**src/rtl/sram_port_arbiter.sv**
```systemverilog
// sram_port_arbiter: shares one single-port word SRAM between the instruction-fetch
// port (I) and the load/store port (D). D has priority, but I is guaranteed a grant
// after MAX_WAIT consecutive refusals. Reads return one cycle after the grant.
module sram_port_arbiter #(
    parameter int unsigned MEM_BYTES = 8192,
    parameter int unsigned MAX_WAIT  = 4
) (
    input  logic        HCLK,
    input  logic        HRESET,
    // instruction-fetch port
    input  logic        i_req,
    input  logic [31:0] i_addr,
    output logic        i_gnt,
    output logic        i_rvalid,
    output logic [31:0] i_rdata,
    output logic        i_err,
    // load/store port
    input  logic        d_req,
    input  logic        d_write,
    input  logic [31:0] d_addr,
    input  logic [31:0] d_wdata,
    output logic        d_gnt,
    output logic        d_rvalid,
    output logic [31:0] d_rdata,
    output logic        d_err,
    // SRAM side
    output logic        HSEL,
    output logic        HWRITE,
    output logic [31:0] HADDR,
    output logic [31:0] HWDATA,
    input  logic [31:0] HRDATA
);

    localparam int unsigned CNT_W  = 4;
    localparam int unsigned ADDR_W = 32;

    logic [CNT_W-1:0]  wait_cnt;
    logic              win_i;
    logic              win_d;
    logic [ADDR_W-1:0] win_addr;
    logic              in_range;

    logic              i_rvalid_q;
    logic              d_rvalid_q;
    logic              i_err_q;
    logic              d_err_q;
    logic [31:0]       i_rdata_q;
    logic [31:0]       d_rdata_q;

    // Winner selection and SRAM drive; everything is forced idle while in reset
    always_comb begin
        win_i    = 1'b0;
        win_d    = 1'b0;
        win_addr = '0;
        in_range = 1'b0;
        HSEL     = 1'b0;
        HWRITE   = 1'b0;
        HADDR    = '0;
        HWDATA   = '0;

        if (!HRESET) begin
            if (i_req && d_req) begin
                if (wait_cnt == CNT_W'(MAX_WAIT)) begin
                    win_i = 1'b1;
                end else begin
                    win_d = 1'b1;
                end
            end else if (i_req) begin
                win_i = 1'b1;
            end else if (d_req) begin
                win_d = 1'b1;
            end
        end

        if (win_i) begin
            win_addr = i_addr;
        end else if (win_d) begin
            win_addr = d_addr;
        end

        if (win_i || win_d) begin
            in_range = (win_addr < ADDR_W'(MEM_BYTES));
            HADDR    = {win_addr[31:2], 2'b00};
        end

        // Out-of-range accesses are still granted but never reach the SRAM
        HSEL   = in_range;
        HWRITE = in_range && win_d && d_write;
        HWDATA = win_d ? d_wdata : 32'h0;
    end

    assign i_gnt = win_i;
    assign d_gnt = win_d;

    // Count consecutive refused fetch cycles, saturating at MAX_WAIT
    always_ff @(posedge HCLK) begin
        if (HRESET) begin
            wait_cnt <= '0;
        end else if (!i_req || win_i) begin
            wait_cnt <= '0;
        end else if (wait_cnt != CNT_W'(MAX_WAIT)) begin
            wait_cnt <= wait_cnt + CNT_W'(1);
        end
    end

    // Per-port response registers; rdata/err hold while no response is issued
    always_ff @(posedge HCLK) begin
        if (HRESET) begin
            i_rvalid_q <= 1'b0;
            d_rvalid_q <= 1'b0;
            i_err_q    <= 1'b0;
            d_err_q    <= 1'b0;
            i_rdata_q  <= '0;
            d_rdata_q  <= '0;
        end else begin
            i_rvalid_q <= win_i;
            d_rvalid_q <= win_d;
            if (win_i) begin
                i_err_q   <= !in_range;
                i_rdata_q <= in_range ? HRDATA : 32'h0;
            end
            if (win_d) begin
                d_err_q   <= !in_range;
                d_rdata_q <= (in_range && !d_write) ? HRDATA : 32'h0;
            end
        end
    end

    // A response falling in a cycle where reset has just been raised is dropped
    assign i_rvalid = i_rvalid_q && !HRESET;
    assign d_rvalid = d_rvalid_q && !HRESET;
    assign i_err    = i_err_q;
    assign d_err    = d_err_q;
    assign i_rdata  = i_rdata_q;
    assign d_rdata  = d_rdata_q;

endmodule

```
**config.mk**
```make
export PLATFORM = sky130hd
export DESIGN_NAME = sram_port_arbiter
export DESIGN_NICKNAME = d
export VERILOG_FILES = /design/src/rtl/sram_port_arbiter.sv
export SDC_FILE = /design/constraint.sdc
export NUM_CORES = 1
export LEC_CHECK = 0
export BUFFER_PORTS_ARGS = -buffer_cell sky130_fd_sc_hd__buf_2
export CORE_AREA = 4 4 103 105
export CTS_CLUSTER_DIAMETER = 80
export CTS_CLUSTER_SIZE = 40
export DETAILED_ROUTE_END_ITERATION = 10
export DIE_AREA = 0 0 107 109
export PLACE_DENSITY_LB_ADDON = 0.1
export SYNTH_ARGS = -nofsm -noshare
export SYNTH_HDL_FRONTEND = slang
export SYNTH_SLANG_ARGS = --single-unit
```
**constraint.sdc**
```tcl
create_clock -name HCLK -period 5.3 [get_ports HCLK]
set_input_delay 0.53 -clock HCLK [delete_from_list [all_inputs] [get_ports HCLK]]
set_output_delay 0.53 -clock HCLK [all_outputs]
set_load 0.02 [all_outputs]
```
==> reports/metrics.csv <==
stage;metric;value;unit
outcome;outcome;finished clean;
clock_tree;cts bufs inserted;9;
timing;min cycle time layout;3510;ps
synthesis;flops & latches, synth;72;
place;gpl congestion;0.923;
synthesis;area share of the largest cell type after synthesis;42.2;%
finish;Layout Cells excl Fill;738;
synthesis;Syn Area/Cell;9.65;um^2
clock_tree;setup bufs post-CTS;0;
die;DIE WIDTH;107;um
route;DRT antenna net count;0;
route;WL met1;4870;um
synthesis;biggest area consumer among synthesized cells;dfxtp_1;
route;DRC Markers;0;
worst_setup_path;R2R setup slack;2630;ps
route;aggregate routed wire length;12700;um
worst_setup_path;CP endpoint kind;output port;
worst_setup_path;worst path required time;4770;ps
global_routing;grt total ovfl;0;
place;I/O Buffers;262;
worst_setup_path;critical path class;reg -> out;
route;WL met3;1010;um
global_routing;initial antenna violation count;0;
synthesis;post-synthesis sequential area ratio;42.2;%
timing;Hold WS;403;ps
synthesis;main flop type after synthesis;dfxtp_1;
worst_setup_path;CP bufs+invs;3;
die;Die ar.;11700;um^2
synthesis;YS warnings;0;
global_routing;first-pass GRT wire length;19200;um
timing;setup TNS;0;ps
timing;Hold Fails Final Rpt;0;
timing;RSZ-0062 raised after global routing;false;
finish;layout cells sized above 1;51.9;%
die;boundary pin count;269;
synthesis;top cells by area, synth;dfxtp_1, a22o_1, o41ai_2;
clock_tree;H-tree depth;3;
global_routing;vias in the first global route;3710;
place;HPWL Detailed;9990;um
synthesis;most frequent cells after synthesis;dfxtp_1, a22o_1, nand2_1;
worst_setup_path;crit path DAT;2980;ps
route;Iteration-0 DRC Markers;174;
clock_tree;clk buf depth;2;
global_routing;pin count of the biggest net entering global routing;67;
synthesis;Post-Syn Instances;354;
pwr;PwrDens;234;nW/um^2
clock_tree;Sink Count;72;
worst_setup_path;slowest cell delay on critical path;850;ps
clock_tree;root buffer cell;clkbuf_8;
worst_setup_path;critical path's top delay family;compound AO/OA/AOI/OAI gates;
finish;n_diodes;0;
synthesis;count of cell types in the netlist;39;
worst_setup_path;CP max-delay cell;a22o_2;
timing;# setup viols final;0;
finish;Area Overhead vs Synth;45.2;%
die;Starting Density;35.4;%
timing;Setup Skew;13.1;ps
clock_tree;clk slew on worst S/H paths;90;ps
route;Via density;4.92;
synthesis;Post-synth ARST share;0;%
die;die height;109;um
finish;fin util;51.5;%
clock_tree;Clock Latency Late Sink;340;ps
global_routing;GRT Util Overall;20.9;%
place;DP Cell Count;722;
synthesis;Mapped Area;3420;um^2
finish;NumNets Final;735;
route;drt wl/cell;17.3;um
die;Placement Rows;36;
clock_tree;CTS Hold Bufs;0;
min_path;worst hold path class;in -> reg;
pwr;Lkg Pwr;0.00266;uW
synthesis;top-count cell post-synth;dfxtp_1;
route;max layer used;met4;
synthesis;Post-synth EDFFs;0;
worst_setup_path;Critical Path, Cell by Cell;inv_1 -> ha_1 -> nand4b_1 -> and3b_2 -> buf_4 -> a22o_2 -> nor4_2 -> buf_2;
die;core area;9640;um^2
route;Pre-antenna DRT Iters;4;
worst_setup_path;Worst Setup Start Kind;flop;
flow_run;total of max-cap violations;0;
worst_setup_path;crit-path max FO;66;
timing;maximum clock rate;0.285;GHz
route;Vias;3629;
timing;fin crit share;66.2;%
clock_tree;PostCTS Resize Cnt;0;
pwr;Max IR drop VDD;0.0000862;V
pwr;total power;1160;uW
timing;Worst-Margin Slew;1120;ps
timing;max-slew violations;0;
clock_tree;CTS tree;yes;
timing;Worst slew margin;25.3;%
route;DR WL met2;6740;um
stage by stage:
| stage | cell area [um^2] | setup slack, ps |
|---|---|---|
| 2_1_floorplan | 3420 | 2780 |
| 3_3_place_gp | 4780 | 2140 |
| 3_5_place_dp | 4780 | 2110 |
| 4_1_cts | 4960 | 1730 |
| 5_1_grt | 4960 | 1510 |
| 6_report | 4960 | 1790 |
where the power goes:
group	total [uW]	internal, uW	switching (uW)	leakage, uW
sequential	548	545	2.48	0.000581
clock	404	187	217	0.0000907
combinational	209	79.7	129	0.00199
total	1160	812	348	0.00266
cell type report:
cell class / instances / area [um^2]
clock inverters: 5 / 38.8
multi-input cells: 225 / 1730
clock buffers: 11 / 141
repair buffers: 267 / 1350
well taps: 133 / 166
inverters: 25 / 93.8
flip-flops and latches: 72 / 1440
fillers: 996 / 4680
cells in the final DEF (no fill, tap or decap), types with 2 or more instances in the layout:
master,synthesis,routed
buf_2,5,262
dfxtp_1,72,72
a22o_1,63,62
nand2_1,44,44
and2_1,34,34
inv_1,25,25
o41ai_2,17,17
o31ai_1,11,11
clkbuf_8,0,10
nor2_1,9,8
buf_4,2,5
nor4_1,4,4
nor3_1,4,4
nor4_2,4,4
o41ai_1,4,4
inv_6,0,3
nand2b_1,2,2
a21oi_2,1,2
nand4b_1,2,2
nor2b_1,2,2
a21oi_1,3,2
ha_1,2,2
conb_1,1,2
logic make-up (layout without fill, tap and decap cells):
family | count (synthesis) | after routing | share of synthesized area, %
and+or+nand+nor | 112 | 112 | 17.8
adders and majority gates | 2 | 2 | 0.732
other | 1 | 2 | 0.110
AOI/OAI and AO/OA | 108 | 108 | 31.1
DFF | 72 | 72 | 42.2
buffers and inverters | 58 | 308 | 7.87
xor gates and xnor gates | 1 | 1 | 0.256
flip-flops by register name (all words and copies together) (netlist names):
signal / count
d_rdata: 32
i_rdata: 32
wait_cnt: 4
d_err: 1
d_rvalid_q: 1
i_err: 1
i_rvalid_q: 1
worst paths after layout:
check	end	startpoint	cells past startpoint
max	HWRITE	wait_cnt[0]$_SDFFE_PP0P_	8
min	i_rdata[5]$_SDFFE_PP0P_	HRDATA[5]	2
max reg2reg	d_rdata[25]$_SDFFE_PP0N_	wait_cnt[0]$_SDFFE_PP0P_	7
min reg2reg	d_rdata[4]$_SDFFE_PP0N_	d_rdata[4]$_SDFFE_PP0N_	2
layer usage:
layer	track usage, %	vias up
met5	0	-
met4	6.12	0
met3	5.62	13
met2	40.2	150
met1	22.4	1699
li1	-	1767
(Power assumes the default switching activity.)
